===== src/rtl/plantard_mm_pipe_if.sv =====
// Operand/result stream bundle for the Plantard modular multiplier.
// The slave modport is the multiplier side; the master modport is the producer/consumer side.
interface plantard_mm_pipe_if #(
  parameter int unsigned DATA_W = 14,
  parameter int unsigned TAG_W  = 8
);
  // Input side: operand pair plus sideband tag
  logic              in_valid;
  logic              in_ready;
  logic [DATA_W-1:0] a_in;
  logic [DATA_W-1:0] b_in;
  logic [TAG_W-1:0]  tag_in;

  // Output side: reduced product plus the tag that travelled with it
  logic              out_valid;
  logic              out_ready;
  logic [DATA_W-1:0] c_out;
  logic [TAG_W-1:0]  tag_out;

  modport slave (
    input  in_valid,
    input  a_in,
    input  b_in,
    input  tag_in,
    input  out_ready,
    output in_ready,
    output out_valid,
    output c_out,
    output tag_out
  );

  modport master (
    output in_valid,
    output a_in,
    output b_in,
    output tag_in,
    output out_ready,
    input  in_ready,
    input  out_valid,
    input  c_out,
    input  tag_out
  );
endinterface


===== src/rtl/plantard_mm_pipe.sv =====
// Four-stage pipelined Plantard modular multiplier: c = a*b*(-2^(-2L)) mod Q, L = DATA_W+1.
// One operand pair per cycle over valid/ready; the whole pipeline freezes when the
// output stage is occupied and the consumer is not ready. A sideband tag rides along.
module plantard_mm_pipe #(
  parameter int unsigned DATA_W = 14,
  parameter int unsigned Q      = 12289,
  parameter logic [63:0] QINV   = 64'd150982657,
  parameter int unsigned TAG_W  = 8
) (
  input  logic                clk,
  input  logic                rst,
  plantard_mm_pipe_if.slave   bus
);

  localparam int unsigned L   = DATA_W + 1;
  localparam int unsigned PW  = 2 * DATA_W;
  localparam int unsigned W2L = 2 * L;
  localparam int unsigned MW  = L + DATA_W + 1;

  localparam logic [W2L-1:0]  QINV_L = QINV[W2L-1:0];
  localparam logic [DATA_W:0] Q_R    = (DATA_W+1)'(Q);

  // u = (p * Q^-1 mod 2^(2L)) >> L; only the low 2L bits of the product matter
  function automatic logic [L-1:0] plantard_u(input logic [PW-1:0] p);
    logic [W2L-1:0] lo;
    lo = W2L'(p) * QINV_L;
    return lo[W2L-1:L];
  endfunction

  // m = (u + 1) * Q; the extra headroom bit keeps u = 2^L-1 from wrapping
  function automatic logic [MW-1:0] plantard_m(input logic [L-1:0] u);
    return (MW'(u) + MW'(1)) * MW'(Q);
  endfunction

  // r = m >> L lands in [0, Q]; fold the single out-of-range value Q back to 0
  function automatic logic [DATA_W-1:0] plantard_fix(input logic [MW-1:0] m);
    logic [DATA_W:0] r;
    r = m[MW-1:L];
    return (r == Q_R) ? '0 : r[DATA_W-1:0];
  endfunction

  // Pipeline control
  logic stall;
  logic adv;

  // Valid chain
  logic vld_p1_q, vld_p2_q, vld_p3_q, vld_p4_q;

  // Datapath registers and their next-state values
  logic [PW-1:0]     p_p1_q, p_p1_d;
  logic [L-1:0]      u_p2_q, u_p2_d;
  logic [MW-1:0]     m_p3_q, m_p3_d;
  logic [DATA_W-1:0] c_p4_q, c_p4_d;

  // Tag shadow of each stage
  logic [TAG_W-1:0]  tag_p1_q, tag_p2_q, tag_p3_q, tag_p4_q;

  // The only thing that can block progress is a full output stage facing a busy consumer
  assign stall = vld_p4_q & ~bus.out_ready;
  assign adv   = ~stall;

  // S1: full-width unsigned product of the two operands
  assign p_p1_d = PW'(bus.a_in) * PW'(bus.b_in);

  // S2: Plantard quotient estimate
  assign u_p2_d = plantard_u(p_p1_q);

  // S3: scale the incremented estimate back by the modulus
  assign m_p3_d = plantard_m(u_p2_q);

  // S4: take the high half and canonicalise into [0, Q-1]
  assign c_p4_d = plantard_fix(m_p3_q);

  // Valid bits shift together whenever the pipeline is not frozen; bubbles advance too
  always_ff @(posedge clk or negedge rst) begin
    if (!rst) begin
      vld_p1_q <= 1'b0;
      vld_p2_q <= 1'b0;
      vld_p3_q <= 1'b0;
      vld_p4_q <= 1'b0;
    end else if (adv) begin
      vld_p1_q <= bus.in_valid;
      vld_p2_q <= vld_p1_q;
      vld_p3_q <= vld_p2_q;
      vld_p4_q <= vld_p3_q;
    end
  end

  // Data and tag registers follow the same enable so results and tags never drift apart
  always_ff @(posedge clk or negedge rst) begin
    if (!rst) begin
      p_p1_q   <= '0;
      u_p2_q   <= '0;
      m_p3_q   <= '0;
      c_p4_q   <= '0;
      tag_p1_q <= '0;
      tag_p2_q <= '0;
      tag_p3_q <= '0;
      tag_p4_q <= '0;
    end else if (adv) begin
      p_p1_q   <= p_p1_d;
      u_p2_q   <= u_p2_d;
      m_p3_q   <= m_p3_d;
      c_p4_q   <= c_p4_d;
      tag_p1_q <= bus.tag_in;
      tag_p2_q <= tag_p1_q;
      tag_p3_q <= tag_p2_q;
      tag_p4_q <= tag_p3_q;
    end
  end

  // in_ready depends only on S4 occupancy and out_ready, never on in_valid
  assign bus.in_ready  = adv;
  assign bus.out_valid = vld_p4_q;
  assign bus.c_out     = c_p4_q;
  assign bus.tag_out   = tag_p4_q;

endmodule


===== src/flat_wrapper.sv =====
// flat-port wrapper written by rule: the top's interface ports become plain ports
module plantard_mm_pipe_flat 
#(
  parameter int unsigned DATA_W = 14,
  parameter int unsigned Q      = 12289,
  parameter logic [63:0] QINV   = 64'd150982657,
  parameter int unsigned TAG_W  = 8
)
  (clk, rst, bus_in_valid, bus_a_in, bus_b_in, bus_tag_in, bus_out_ready, bus_in_ready, bus_out_valid, bus_c_out, bus_tag_out);
  plantard_mm_pipe_if #(.DATA_W(DATA_W), .TAG_W(TAG_W)) bus_i ();
  input  logic clk;
  input  logic rst;
  input wire logic [$bits(bus_i.in_valid)-1:0] bus_in_valid;
  input wire logic [$bits(bus_i.a_in)-1:0] bus_a_in;
  input wire logic [$bits(bus_i.b_in)-1:0] bus_b_in;
  input wire logic [$bits(bus_i.tag_in)-1:0] bus_tag_in;
  input wire logic [$bits(bus_i.out_ready)-1:0] bus_out_ready;
  output wire logic [$bits(bus_i.in_ready)-1:0] bus_in_ready;
  output wire logic [$bits(bus_i.out_valid)-1:0] bus_out_valid;
  output wire logic [$bits(bus_i.c_out)-1:0] bus_c_out;
  output wire logic [$bits(bus_i.tag_out)-1:0] bus_tag_out;
  assign bus_i.in_valid = bus_in_valid;
  assign bus_i.a_in = bus_a_in;
  assign bus_i.b_in = bus_b_in;
  assign bus_i.tag_in = bus_tag_in;
  assign bus_i.out_ready = bus_out_ready;
  assign bus_in_ready = bus_i.in_ready;
  assign bus_out_valid = bus_i.out_valid;
  assign bus_c_out = bus_i.c_out;
  assign bus_tag_out = bus_i.tag_out;
  plantard_mm_pipe #(.DATA_W(DATA_W), .Q(Q), .QINV(QINV), .TAG_W(TAG_W)) u_core (.clk(clk), .rst(rst), .bus(bus_i));
endmodule

===== config.mk =====
export PLATFORM = sky130hd
export DESIGN_NAME = plantard_mm_pipe_flat
export DESIGN_NICKNAME = d
export VERILOG_FILES = /design/src/rtl/plantard_mm_pipe_if.sv /design/src/rtl/plantard_mm_pipe.sv /design/src/flat_wrapper.sv
export SDC_FILE = /design/constraint.sdc
export NUM_CORES = 1
export LEC_CHECK = 0
export CORE_ASPECT_RATIO = 0.75
export CORE_MARGIN = 2
export CORE_UTILIZATION = 60
export CTS_BUF_LIST = sky130_fd_sc_hd__clkbuf_4 sky130_fd_sc_hd__clkbuf_8
export CTS_CLUSTER_SIZE = 40
export DETAILED_ROUTE_END_ITERATION = 6
export HOLD_SLACK_MARGIN = 0.08
export PLACE_DENSITY = 0.8
export SETUP_SLACK_MARGIN = 0.1
export SLEW_MARGIN = 15
export SYNTH_ARGS = -nofsm -noshare
export SYNTH_HDL_FRONTEND = slang
export SYNTH_SLANG_ARGS = --single-unit

===== constraint.sdc =====
create_clock -name clk -period 7.23 [get_ports clk]
set_input_delay 1.446 -clock clk [delete_from_list [all_inputs] [get_ports clk]]
set_output_delay 1.446 -clock clk [all_outputs]
set_load 0.005 [all_outputs]

# ---- Word-level counts from Yosys, hierarchy flattened
# Index checks and enable logic that the tools add are counted.
dict set report op_classes {
  addsub 1
  n_mul 3
  eq_ne 1
  muxes 1
  n_bitwise 3
}
# cell count
set ops {}
lappend ops {{28-bit by 28-bit multiplier with 30-bit output, second input constant} 1}
lappend ops {{30-bit by 14-bit multiplier with 30-bit output, second input constant} 1}
lappend ops {{14-bit by 14-bit multiplier with 28-bit output} 1}
lappend ops {{15-bit by 1-bit adder with 16-bit output, second input constant} 1}
lappend ops {{15-bit by 14-bit == test with 1-bit output, second input constant} 1}
lappend ops {{14-bit 2-to-1 mux} 1}
lappend ops {{1-bit NOT} 2}
lappend ops {{1-bit bitwise AND} 1}
dict set report word_totals {
  reg_bits 123
  input_bits 40
  output_inout_bits 24
  wordCells 21
}

# ---- Longest topological paths before layout
# Gate-level depths: netlist of the first run.
dict set report logic_depth {
  word_depth 3
  ltp_mapped 23
  depth_no_buf 22
}

# ---- Least setup slack after synthesis of the first run
# OpenSTA, ideal clock, no wires.
dict set report synth_path {
  path_type {input -> register}
  from {in bus_b_in[13]}
  to {reg u_core.p_p1_q[26]}
  setup_ns 0.127
  arrival_ns 7.122
  t_required_ns 7.103
  slack_ns -0.019
  stages 21
  n_path_buf 2
  cell_sequence {clkbuf_1 nand2_1 fa_1 fa_1 inv_1 fa_1 fa_1 fa_1 inv_1 fa_1 inv_1 ha_1 buf_2 nand3_1 o211ai_2 a221o_1 or3_1 o211a_1 o41ai_2 and4_1 a211oi_2}
}
dict set report synth_between {
  elab_chain_cells 1
}
# item line
set synth_rtl {}
lappend synth_rtl {{from (decl)} flat_wrapper.sv:15} ;# input wire logic [$bits(bus_i.b_in)-1:0] bus_b_in;
lappend synth_rtl {{14-bit by 14-bit multiplier with 28-bit output} plantard_mm_pipe.sv:63} ;# assign p_p1_d = PW'(bus.a_in) * PW'(bus.b_in);
lappend synth_rtl {{to (signal assigned)} plantard_mm_pipe.sv:101} ;# p_p1_q <= p_p1_d;
lappend synth_rtl {{to (decl)} plantard_mm_pipe.sv:50} ;# logic [PW-1:0] p_p1_q, p_p1_d;
# No other way between the ends.
# A chain may end at the register's enable or synchronous reset.

# ---- Final worst setup path of the first run
dict set report layout_path {
  from {in bus_a_in[2]}
  to {reg u_core.p_p1_q[26]}
}
dict set report layout_between {
  elab_chain_cells 1
}
# item line
set layout_rtl {}
lappend layout_rtl {{from (decl)} flat_wrapper.sv:14} ;# input wire logic [$bits(bus_i.a_in)-1:0] bus_a_in;
lappend layout_rtl {{14-bit by 14-bit multiplier with 28-bit output} plantard_mm_pipe.sv:63}
# No other way between the ends.

==> metrics, run 1 <==
status=finished with violations; failing checks=design-rule violations; Worst Path Arrival=7.29 ns; number of flops mapped to enable cells by yosys=0; Reg clk slew, reported paths=0.13 ns; DP HPWL=30600 um; cts bufs inserted=9; routed wire length per instance=16.1 um; clk sinks=108; share of post-route cells with drive strength above 1=8.15%; Critical R2R Capture=u_core.u_p2_q[13]; slew margin rel.=47.8%; WHS Path Cells=2; vias in the first global route=12800; Via density=5.53; number of synthesized register bits=108; chip width=196 um; YS warnings=0; row count=52; drt total wl=36600 um; Cells after Synth=1799; Starting Density=61.3%; Bufs on Longest Clock Path=2; number of antenna violations at the first check in global routing=1; setup violators final=0; most frequent cells in the layout=348 x inv_1, 295 x nand2_1, 280 x ha_1; Worst setup EP type=flop; die area=0.0291 mm^2; total of max-cap violations=0; CTS tree=yes; reg2reg path depth=17; I/O pins=64; Remaining DRCs=4; Setup Skew=0.0247 ns; Placer Congestion=0.988; Yosys cell types=69; CTS root buffer=clkbuf_8; vias=12500; Synthesized Nets=2350; Synth Cell Area=0.0166 mm^2; drt pass-1 iters=7; H-tree levels=3; largest net degree at the start of global routing=70; ant diodes=0; Hold Buf Count CTS=0; final worst path period share=96.7%; gr usage total=27.1%; worst hold path type=reg2reg; total gr overflow=0; Fill cells=2091; first-pass GRT wire length=63000 um; dpl ws=-0.637 ns; initial drt markers=904; area delta synth->final=11.2%; Core Footprint=0.0271 mm^2; Critical Path RT=7.53 ns; capture point of the worst path=u_core.p_p1_q[26]; crit path kind=in2reg; Port Buffers=63; syn_area_per_cell=9.25 um^2; ANT nets after route=0; Top FF cell, synth=dfrtp_1; final design utilization=68.2%; unrepaired setup endpoints after global routing=yes; Max Slew Vio Count=0; crit start category=input pin; Die Height=148 um; Max FO, Critical Path=6; final worst setup slack=0.239 ns; Async SR Flop Fraction=100%; fmax=143 MHz; R2R setup slack=1.21 ns; Setup crit start=bus_a_in[2]; Final Hold Fails=0; post-synthesis sequential area ratio=16.2%; fin nets=2461; reg2reg start=u_core.p_p1_q[6]; Clk Latency, worst-skew pair=0.42 ns; most common cell after layout, fill and taps aside=inv_1; Worst Tran Pin Value=0.784 ns; Min Clock Period, post-route=6.99 ns
## state kept, by name, summed over array words and instances (netlist names), 8 cells and up
register and count:
u_core.p_p1_q 28, u_core.m_p3_q 15, u_core.u_p2_q 15, u_core.bus.c_out 14
u_core.bus.tag_out 8, u_core.tag_p1_q 8, u_core.tag_p2_q 8, u_core.tag_p3_q 8
## worst max-delay path: stages
cell and delay, ns:
dlygate4sd2_1 0.42, nand2_1 0.17, fa_2 0.42, fa_1 0.55
inv_1 0.06, fa_1 0.56, fa_1 0.44, fa_1 0.56
inv_1 0.06, fa_1 0.42, inv_1 0.08, ha_2 0.31
a21oi_4 0.17, o211ai_2 0.10, a221o_1 0.34, or3_4 0.38
o211a_4 0.26, o41ai_2 0.23, and4_1 0.25, a211oi_2 0.05
## worst min-delay path by stage
| stage | from | endpoint | slack (ns) |
|---|---|---|---|
| after floorplan | u_core.vld_p3_q | u_core.vld_p3_q | 0.43 |
| after global placement | u_core.vld_p3_q | u_core.vld_p3_q | 0.45 |
| after detailed placement | u_core.tag_p2_q[3] | u_core.tag_p2_q[3] | 0.46 |
| after CTS | u_core.tag_p2_q[4] | u_core.tag_p3_q[4] | 0.47 |
| after global routing | u_core.tag_p2_q[0] | u_core.tag_p3_q[0] | 0.49 |
| final | u_core.tag_p2_q[0] | u_core.tag_p3_q[0] | 0.46 |
## layer usage
| metal | global-route usage (%) | routed length (um) | share of wire [%] | vias up |
|---|---|---|---|---|
| li1 | - | - | - | 5891 |
| met5 | 0 | 13 | 0.036 | - |
| met4 | 4.62 | 377 | 1.0 | 2 |
| met1 | 41.5 | 17200 | 47 | 6239 |
| met2 | 40.6 | 16200 | 44 | 369 |
| met3 | 5.53 | 2770 | 7.6 | 33 |
## what timing repair did
item | CTS | global route
pin swaps | 14 | 17
endpoints found under the setup margin | 12 | 11
setup buffers | 0 | 1
gates resized for setup | 43 | 25
## cells in the mapped netlist (8+ instances only)
master    count  area [um^2]
and2_1       94          588
inv_1       349         1310
xnor2_1      54          473
o21ai_0      33          165
or3_1         8         50.1
nand4_1       8         50.1
nand2_1     296         1110
nand3_1      12         60.1
ha_1        285         3570
a21oi_1      45          225
o31ai_1      11         82.6
clkbuf_1     51          191
a211oi_1      9         67.6
nor3_1       13         65.1
dfrtp_1     108         2700
xor2_1       25          219
nor2_1       47          176
fa_1        226         4520
and3_1       12         75.1
## metrics by stage
| step | TNS [ns] | std cells | hold slack, ns | instance area [um^2] |
|---|---|---|---|---|
| 6_report | 0 | 2266 | 0.456 | 18500 |
| 5_1_grt | 0 | 2266 | 0.494 | 18500 |
| 4_1_cts | 0 | 2265 | 0.467 | 18400 |
| 3_5_place_dp | -6.15 | 2249 | 0.455 | 18200 |
| 3_3_place_gp | -3.88 | 2249 | 0.446 | 18200 |
| 2_1_floorplan | 0 | 1799 | 0.430 | 16600 |
## layout make-up
class,instances,area (um^2),area share (%)
sequential,108,2700,14.6
inverter,349,1310,7.09
tap,351,439,2.37
timing repair buffer,157,1310,7.08
multi-input combinational,1285,12500,67.8
clock inverter,6,63.8,0.345
clock buffer,10,138,0.744
## cells by family (layout without fill, tap and decap cells)
kind of cell	after synthesis	after routing	synth area share (%)
buffers and inverters	406	522	9.33
DFF	108	108	16.2
adders and majority gates	511	511	48.6
muxes	1	1	0.0602
xor gates and xnor gates	79	79	4.16
and+or+nand+nor	529	529	14.8
AOI/OAI and AO/OA	165	165	6.80
Power of run 1 is left out: the tool's default activity adds up to more than one toggle a clock period on the data nets, which glitch-free logic cannot reach.
==> run 2, diff against run 1 <==
Settings changed: CORE_UTILIZATION 60 to 40, PLACE_DENSITY 0.8 to 0.57.
==> metrics, run 2 (same netlist as run 1, synthesis figures left out) <==
fmax=144 MHz (+0.50%); CTS root buffer=clkbuf_8; CTS tree=yes; Worst Path Arrival=7.27 ns (-0.02 ns); DP HPWL=31400 um (+2.8%); chip width=240 um (+22%); routed wire length per instance=15.0 um (-7.2%); total gr overflow=0 (unchanged); total of max-cap violations=0 (unchanged); fin nets=2478 (+0.69%); Remaining DRCs=0 (-4); area of the multi-input gates=0.0126 mm^2 (+0.17%); Hold Buf Count CTS=0 (unchanged); dpl ws=-0.565 ns (+0.0724 ns); cts bufs inserted=9 (unchanged); H-tree levels=3 (unchanged); leading registers by flop count=u_core.p_p1_q (28), u_core.m_p3_q (15), u_core.u_p2_q (15); crit path kind=in2reg; Min Clock Period, post-route=6.96 ns (-0.0345 ns); Setup Skew=0.0112 ns (-0.0135 ns); Worst Tran Pin Value=0.766 ns (-0.0181 ns); unrepaired setup endpoints after global routing=no; Clk Latency, worst-skew pair=0.41 ns (about the same); Top reg by flops=u_core.p_p1_q; Fill cells=4001 (+91%); slew margin rel.=49.0% (+1.2 points); ant diodes=0 (unchanged); reg2reg path depth=17 (unchanged); row count=64 (+23%); initial drt markers=688 (-24%); ANT nets after route=0 (unchanged); Die Height=181 um (+22%); number of antenna violations at the first check in global routing=1 (unchanged); Max FO, Critical Path=3 (-3); WHS Path Cells=2 (unchanged); Core Footprint=0.0409 mm^2 (+51%); drt total wl=37300 um (+2.0%); Starting Density=40.7% (-21 points); setup violators final=0 (unchanged); Bufs on Longest Clock Path=2 (unchanged); Critical Path RT=7.55 ns (+0.02 ns); most common cell after layout, fill and taps aside=inv_1; most frequent cells in the layout=347 x inv_1, 295 x nand2_1, 279 x ha_1; Via density=4.87 (-12%); area delta synth->final=13.7%; final worst path period share=96.2% (-0.48 points); share of post-route cells with drive strength above 1=9.27% (+1.1 points); Port Buffers=63 (unchanged); final worst setup slack=0.273 ns (+0.0345 ns); gr usage total=18.1% (-9.0 points); vias in the first global route=12300 (-4.5%); Storage cell area=0.00270 mm^2 (unchanged); status=completed; first-pass GRT wire length=62800 um (-0.33%); drt pass-1 iters=5 (-2); clk sinks=108 (unchanged); crit start category=input pin; Max Slew Vio Count=0 (unchanged); vias=12100 (-3.1%); I/O pins=64 (unchanged); Reg clk slew, reported paths=0.11 ns (-0.02 ns); Placer Congestion=0.899 (-9.0%); die area=0.0433 mm^2 (+49%); largest net degree at the start of global routing=73 (+4.3%); max reg flops=28 (unchanged); worst hold path type=reg2reg; Worst setup EP type=flop; Final Hold Fails=0 (unchanged)
## run 2: cell types whose count changed in the layout (fill, tap and decap cells not counted), sizes merged
cell / change
buf: +16
bufinv: +2
clkbuf: +3
clkdlybuf4s15: -2
clkinv: -1
clkinvlp: -1
dlygate4sd2: -1
## run 2: what timing repair did
item / CTS / global route
hold endpoints to repair: 0 / 0
endpoints found under the setup margin: 12 / 11
gates resized for setup: 36 / 40
pin swaps: 17 / 17
setup buffers: 2 / 4
## run 2: area by class of cell
cell class / instances / share of cell area (%)
inverter: 349 / 6.93
sequential: 108 / 14.3
tap: 561 / 3.71
timing repair buffer: 174 / 7.56
multi-input combinational: 1285 / 66.4
clock inverter: 6 / 0.496
clock buffer: 9 / 0.655
## run 2: worst max-delay path: stages
cell and delay, ns:
clkdlybuf4s50_1 0.50, nand2_1 0.08, fa_1 0.49, fa_1 0.56, inv_1 0.05, fa_1 0.51
fa_1 0.44, fa_1 0.54, inv_1 0.05, fa_1 0.52, inv_1 0.07, ha_4 0.26
nand3_2 0.07, o211ai_2 0.10, a221o_1 0.38, or3_4 0.38, o211a_4 0.25, buf_4 0.14
o31ai_4 0.22, nand4b_1 0.12, o311ai_1 0.10
## run 2: final timing paths
check | start | slack, ns | endpoint
min | u_core.tag_p2_q[2] | 0.47 | u_core.tag_p2_q[2]
max reg2reg | u_core.p_p1_q[6] | 1.23 | u_core.u_p2_q[11]
max | bus_b_in[11] | 0.27 | u_core.p_p1_q[24]
min reg2reg | u_core.tag_p2_q[2] | 0.47 | u_core.tag_p2_q[2]
max in group asynchronous | rst | 4.95 | u_core.p_p1_q[5]
min in group asynchronous | rst | 1.04 | u_core.bus.tag_out[6]
## run 2: routing by layer
layer	vias up	global-route usage (%)	wire (um)
met1	5999	29.4	19900
met5	-	0	13
met4	2	2.20	197
met2	201	24.7	15200
li1	5922	-	-
met3	17	3.97	2030
## run 2: stage by stage
| stage | utilization, % | setup TNS [ns] | cell area, um^2 | cells | hold WS (ns) |
|---|---|---|---|---|---|
| 6_report | 46.2 | 0 | 18900 | 2492 | 0.474 |
| 5_1_grt | 46.2 | 0 | 18900 | 2492 | 0.500 |
| 4_1_cts | 45.9 | 0 | 18800 | 2488 | 0.482 |
| 3_5_place_dp | 45.3 | -5.95 | 18500 | 2471 | 0.451 |
| 3_3_place_gp | 45.3 | -4.62 | 18500 | 2471 | 0.449 |
| 2_1_floorplan | - | 0 | 16600 | 1799 | 0.430 |
Power of run 2 is left out for the same reason.
==> run 3, diff against run 2 <==
Settings changed: ABC_AREA from default to 0.
==> results of run 3 <==
Same layout as run 2: the final DEF is identical, and so are final timing and power.
Power of run 3 is left out for the same reason.
==> RTL change (flow settings as in run 3) <==
`DATA_W` is set to 14 in 3 places; all go to 16.
--- a/src/rtl/plantard_mm_pipe_if.sv
+++ b/src/rtl/plantard_mm_pipe_if.sv
@@ -1,7 +1,7 @@
 // Operand/result stream bundle for the Plantard modular multiplier.
 // The slave modport is the multiplier side; the master modport is the producer/consumer side.
 interface plantard_mm_pipe_if #(
-  parameter int unsigned DATA_W = 14,
+  parameter int unsigned DATA_W = 16,
   parameter int unsigned TAG_W  = 8
 );
   // Input side: operand pair plus sideband tag
--- a/src/rtl/plantard_mm_pipe.sv
+++ b/src/rtl/plantard_mm_pipe.sv
@@ -2,7 +2,7 @@
 // One operand pair per cycle over valid/ready; the whole pipeline freezes when the
 // output stage is occupied and the consumer is not ready. A sideband tag rides along.
 module plantard_mm_pipe #(
-  parameter int unsigned DATA_W = 14,
+  parameter int unsigned DATA_W = 16,
   parameter int unsigned Q      = 12289,
   parameter logic [63:0] QINV   = 64'd150982657,
   parameter int unsigned TAG_W  = 8
--- a/src/flat_wrapper.sv
+++ b/src/flat_wrapper.sv
@@ -1,7 +1,7 @@
 // flat-port wrapper written by rule: the top's interface ports become plain ports
 module plantard_mm_pipe_flat 
 #(
-  parameter int unsigned DATA_W = 14,
+  parameter int unsigned DATA_W = 16,
   parameter int unsigned Q      = 12289,
   parameter logic [63:0] QINV   = 64'd150982657,
   parameter int unsigned TAG_W  = 8
Ports: changed (resized bus_a_in, bus_b_in and bus_c_out); port bits go from 64 to 70. No check against the original RTL was run, so the function may have changed too.
==> RTL change against run 3 <==
  * Wire length rose by 25%
  * Final cell count grew 22%
  * Area after synthesis increased by 24%
  * Global-route usage rose by 0.48 points
  * Utilization grew 0.12 points
  * Worst setup slack gained 0.011 ns
  * Sequential cell count is 10 higher
  * Design area increased by 24%
  * Critical path type unchanged
Power is left out: the tool's default activity adds up to more than one toggle a clock period on the data nets, which glitch-free logic cannot reach.
==> RTL change: results (changes against run 3) <==
* CTS buffer count at 17 (was 9)
* Area contributors post-synth: fa_1, ha_1, dfrtp_1 (unchanged)
* Vias at 14700 (was 12100)
* Clock tree buffer depth at 2 (unchanged)
* First-pass DRT Iterations at 5 (unchanged)
* Initial antenna violation count at 0 (was 1)
* Netlist cell types at 66 (was 69)
* Hold Path Class: reg -> reg (unchanged)
* Ys async rst share at 100% (unchanged)
* Synth Flop Type: dfrtp_1 (unchanged)
* GPL Wtd Cong at 0.902 (was 0.899)
* Clock transition at path regs at 0.08 ns (was 0.11 ns)
* Seq/Total Area, Yosys at 14.3% (was 16.2%)
* Placed wire-length estimate at 39900 microns (was 31400 microns)
* Max FO, Critical Path at 9 (was 3)
* Cell area after synthesis at 20600 sq um (was 16600 sq um)
* Fillers at 4836 (was 4001)
* Status: completed (unchanged)
* WP data arrival at 7.30 ns (was 7.27 ns)
* Largest registers: u_core.p_p1_q x32, u_core.m_p3_q x17, u_core.u_p2_q x17 (was u_core.p_p1_q x28, u_core.m_p3_q x15, u_core.u_p2_q x15)
* Max H-tree Level at 4 (was 3)
* Buffers added on ports at 69 (was 63)
* Syn nets at 2920 (was 2350)
* GRT Total Usage at 18.6% (was 18.1%)
* Clock root cell: clkbuf_8 (unchanged)
* Max Clock Skew at 0.0213 ns (was 0.0112 ns)
* ANT cells at 0 (unchanged)
* Worst slew margin at 39.1% (was 49.0%)
* DR DRC count at 0 (unchanged)
* First-pass GRT wire length at 80000 microns (was 62800 microns)
* Initial DRC Count at 662 (was 688)
* Pin count of the biggest net entering global routing at 69 (was 73)
* Synth top area share at 30.9% (was 27.2%)
* Antenna Nets Post-Route at 0 (unchanged)
* Final #Nets at 3070 (was 2478)
* Synth warnings at 0 (unchanged)
* Clk_lat worst skew at 0.48 ns (was 0.41 ns)
* Post-synth top cells: inv_1, nand2_1, ha_1 (unchanged)
* Wirelength per Cell at 15.4 microns (was 15.0 microns)
* Share of post-route cells with drive strength above 1 at 7.87% (was 9.27%)
[RTL change: final timing paths]
check / start / end / slack, ns / cells past startpoint
worst max-delay path: bus_b_in[13] / u_core.p_p1_q[30] / 0.28 / 21
worst min-delay path: u_core.vld_p3_q / u_core.vld_p3_q / 0.47 / 2
worst max register to register: u_core.p_p1_q[6] / u_core.u_p2_q[15] / 0.62 / 22
worst min register to register: u_core.vld_p3_q / u_core.vld_p3_q / 0.47 / 2
max in group asynchronous: rst / u_core.p_p1_q[8] / 4.89 / 2
min in group asynchronous: rst / u_core.tag_p1_q[2] / 1.02 / 1
[RTL change: cell families after synthesis]
family	Yosys count	share of synthesized area [%]
flops	118	14.3
buf+inv	537	9.81
xor+xnor	90	3.83
mux	2	0.0972
fa+ha+maj	664	51.9
simple gates	613	13.8
compound gates	188	6.18
[RTL change: cell type report]
| class | instances | share of cell area (%) |
|---|---|---|
| clock buffers | 17 | 1.00 |
| clock inverters | 15 | 0.754 |
| inverters | 474 | 7.62 |
| multi-input cells | 1557 | 67.0 |
| flip-flops and latches | 118 | 12.6 |
| well taps | 657 | 3.51 |
| repair buffers | 194 | 7.53 |
[RTL change: stage by stage]
step | instance area [sq um] | utilization, % | cells | setup WS [ns] | hold WS (ns)
floorplan | 20600 | - | 2212 | 0.409 | 0.430
global placement | 22900 | 45.4 | 2998 | -0.207 | 0.445
detailed placement | 22900 | 45.4 | 2998 | -0.300 | 0.455
CTS | 23300 | 46.2 | 3030 | 0.208 | 0.475
global route | 23400 | 46.3 | 3032 | 0.112 | 0.498
finish | 23400 | 46.3 | 3032 | 0.284 | 0.471
[RTL change: timing repair]
action / CTS / global route
buffers inserted: 0 / 2
hold buffers: 0 / 0
gates resized for setup: 0 / 10
endpoints found under the hold margin: 0 / 0
setup endpoints to repair: 0 / 9
[RTL change: worst max-delay path: stages]
cell	delay, ns
clkdlybuf4s50_1	0.59
buf_4	0.27
and2_1	0.17
fa_1	0.49
inv_1	0.06
fa_1	0.53
inv_1	0.06
fa_1	0.51
fa_1	0.53
fa_1	0.49
ha_1	0.32
ha_1	0.31
a21o_1	0.16
a21oi_1	0.17
nor2b_1	0.19
o21ai_0	0.12
a21o_1	0.23
nor2b_1	0.14
a211oi_2	0.21
mux2i_1	0.22
nand3_1	0.08
[RTL change: routing by layer]
metal | vias up | global-route usage [%] | routed length (microns)
met1 | 7343 | 29.1 | 24200
met5 | - | 0 | 0
met2 | 208 | 27.1 | 20000
met3 | 21 | 3.61 | 2140
li1 | 7149 | - | -
met4 | 0 | 2.25 | 262
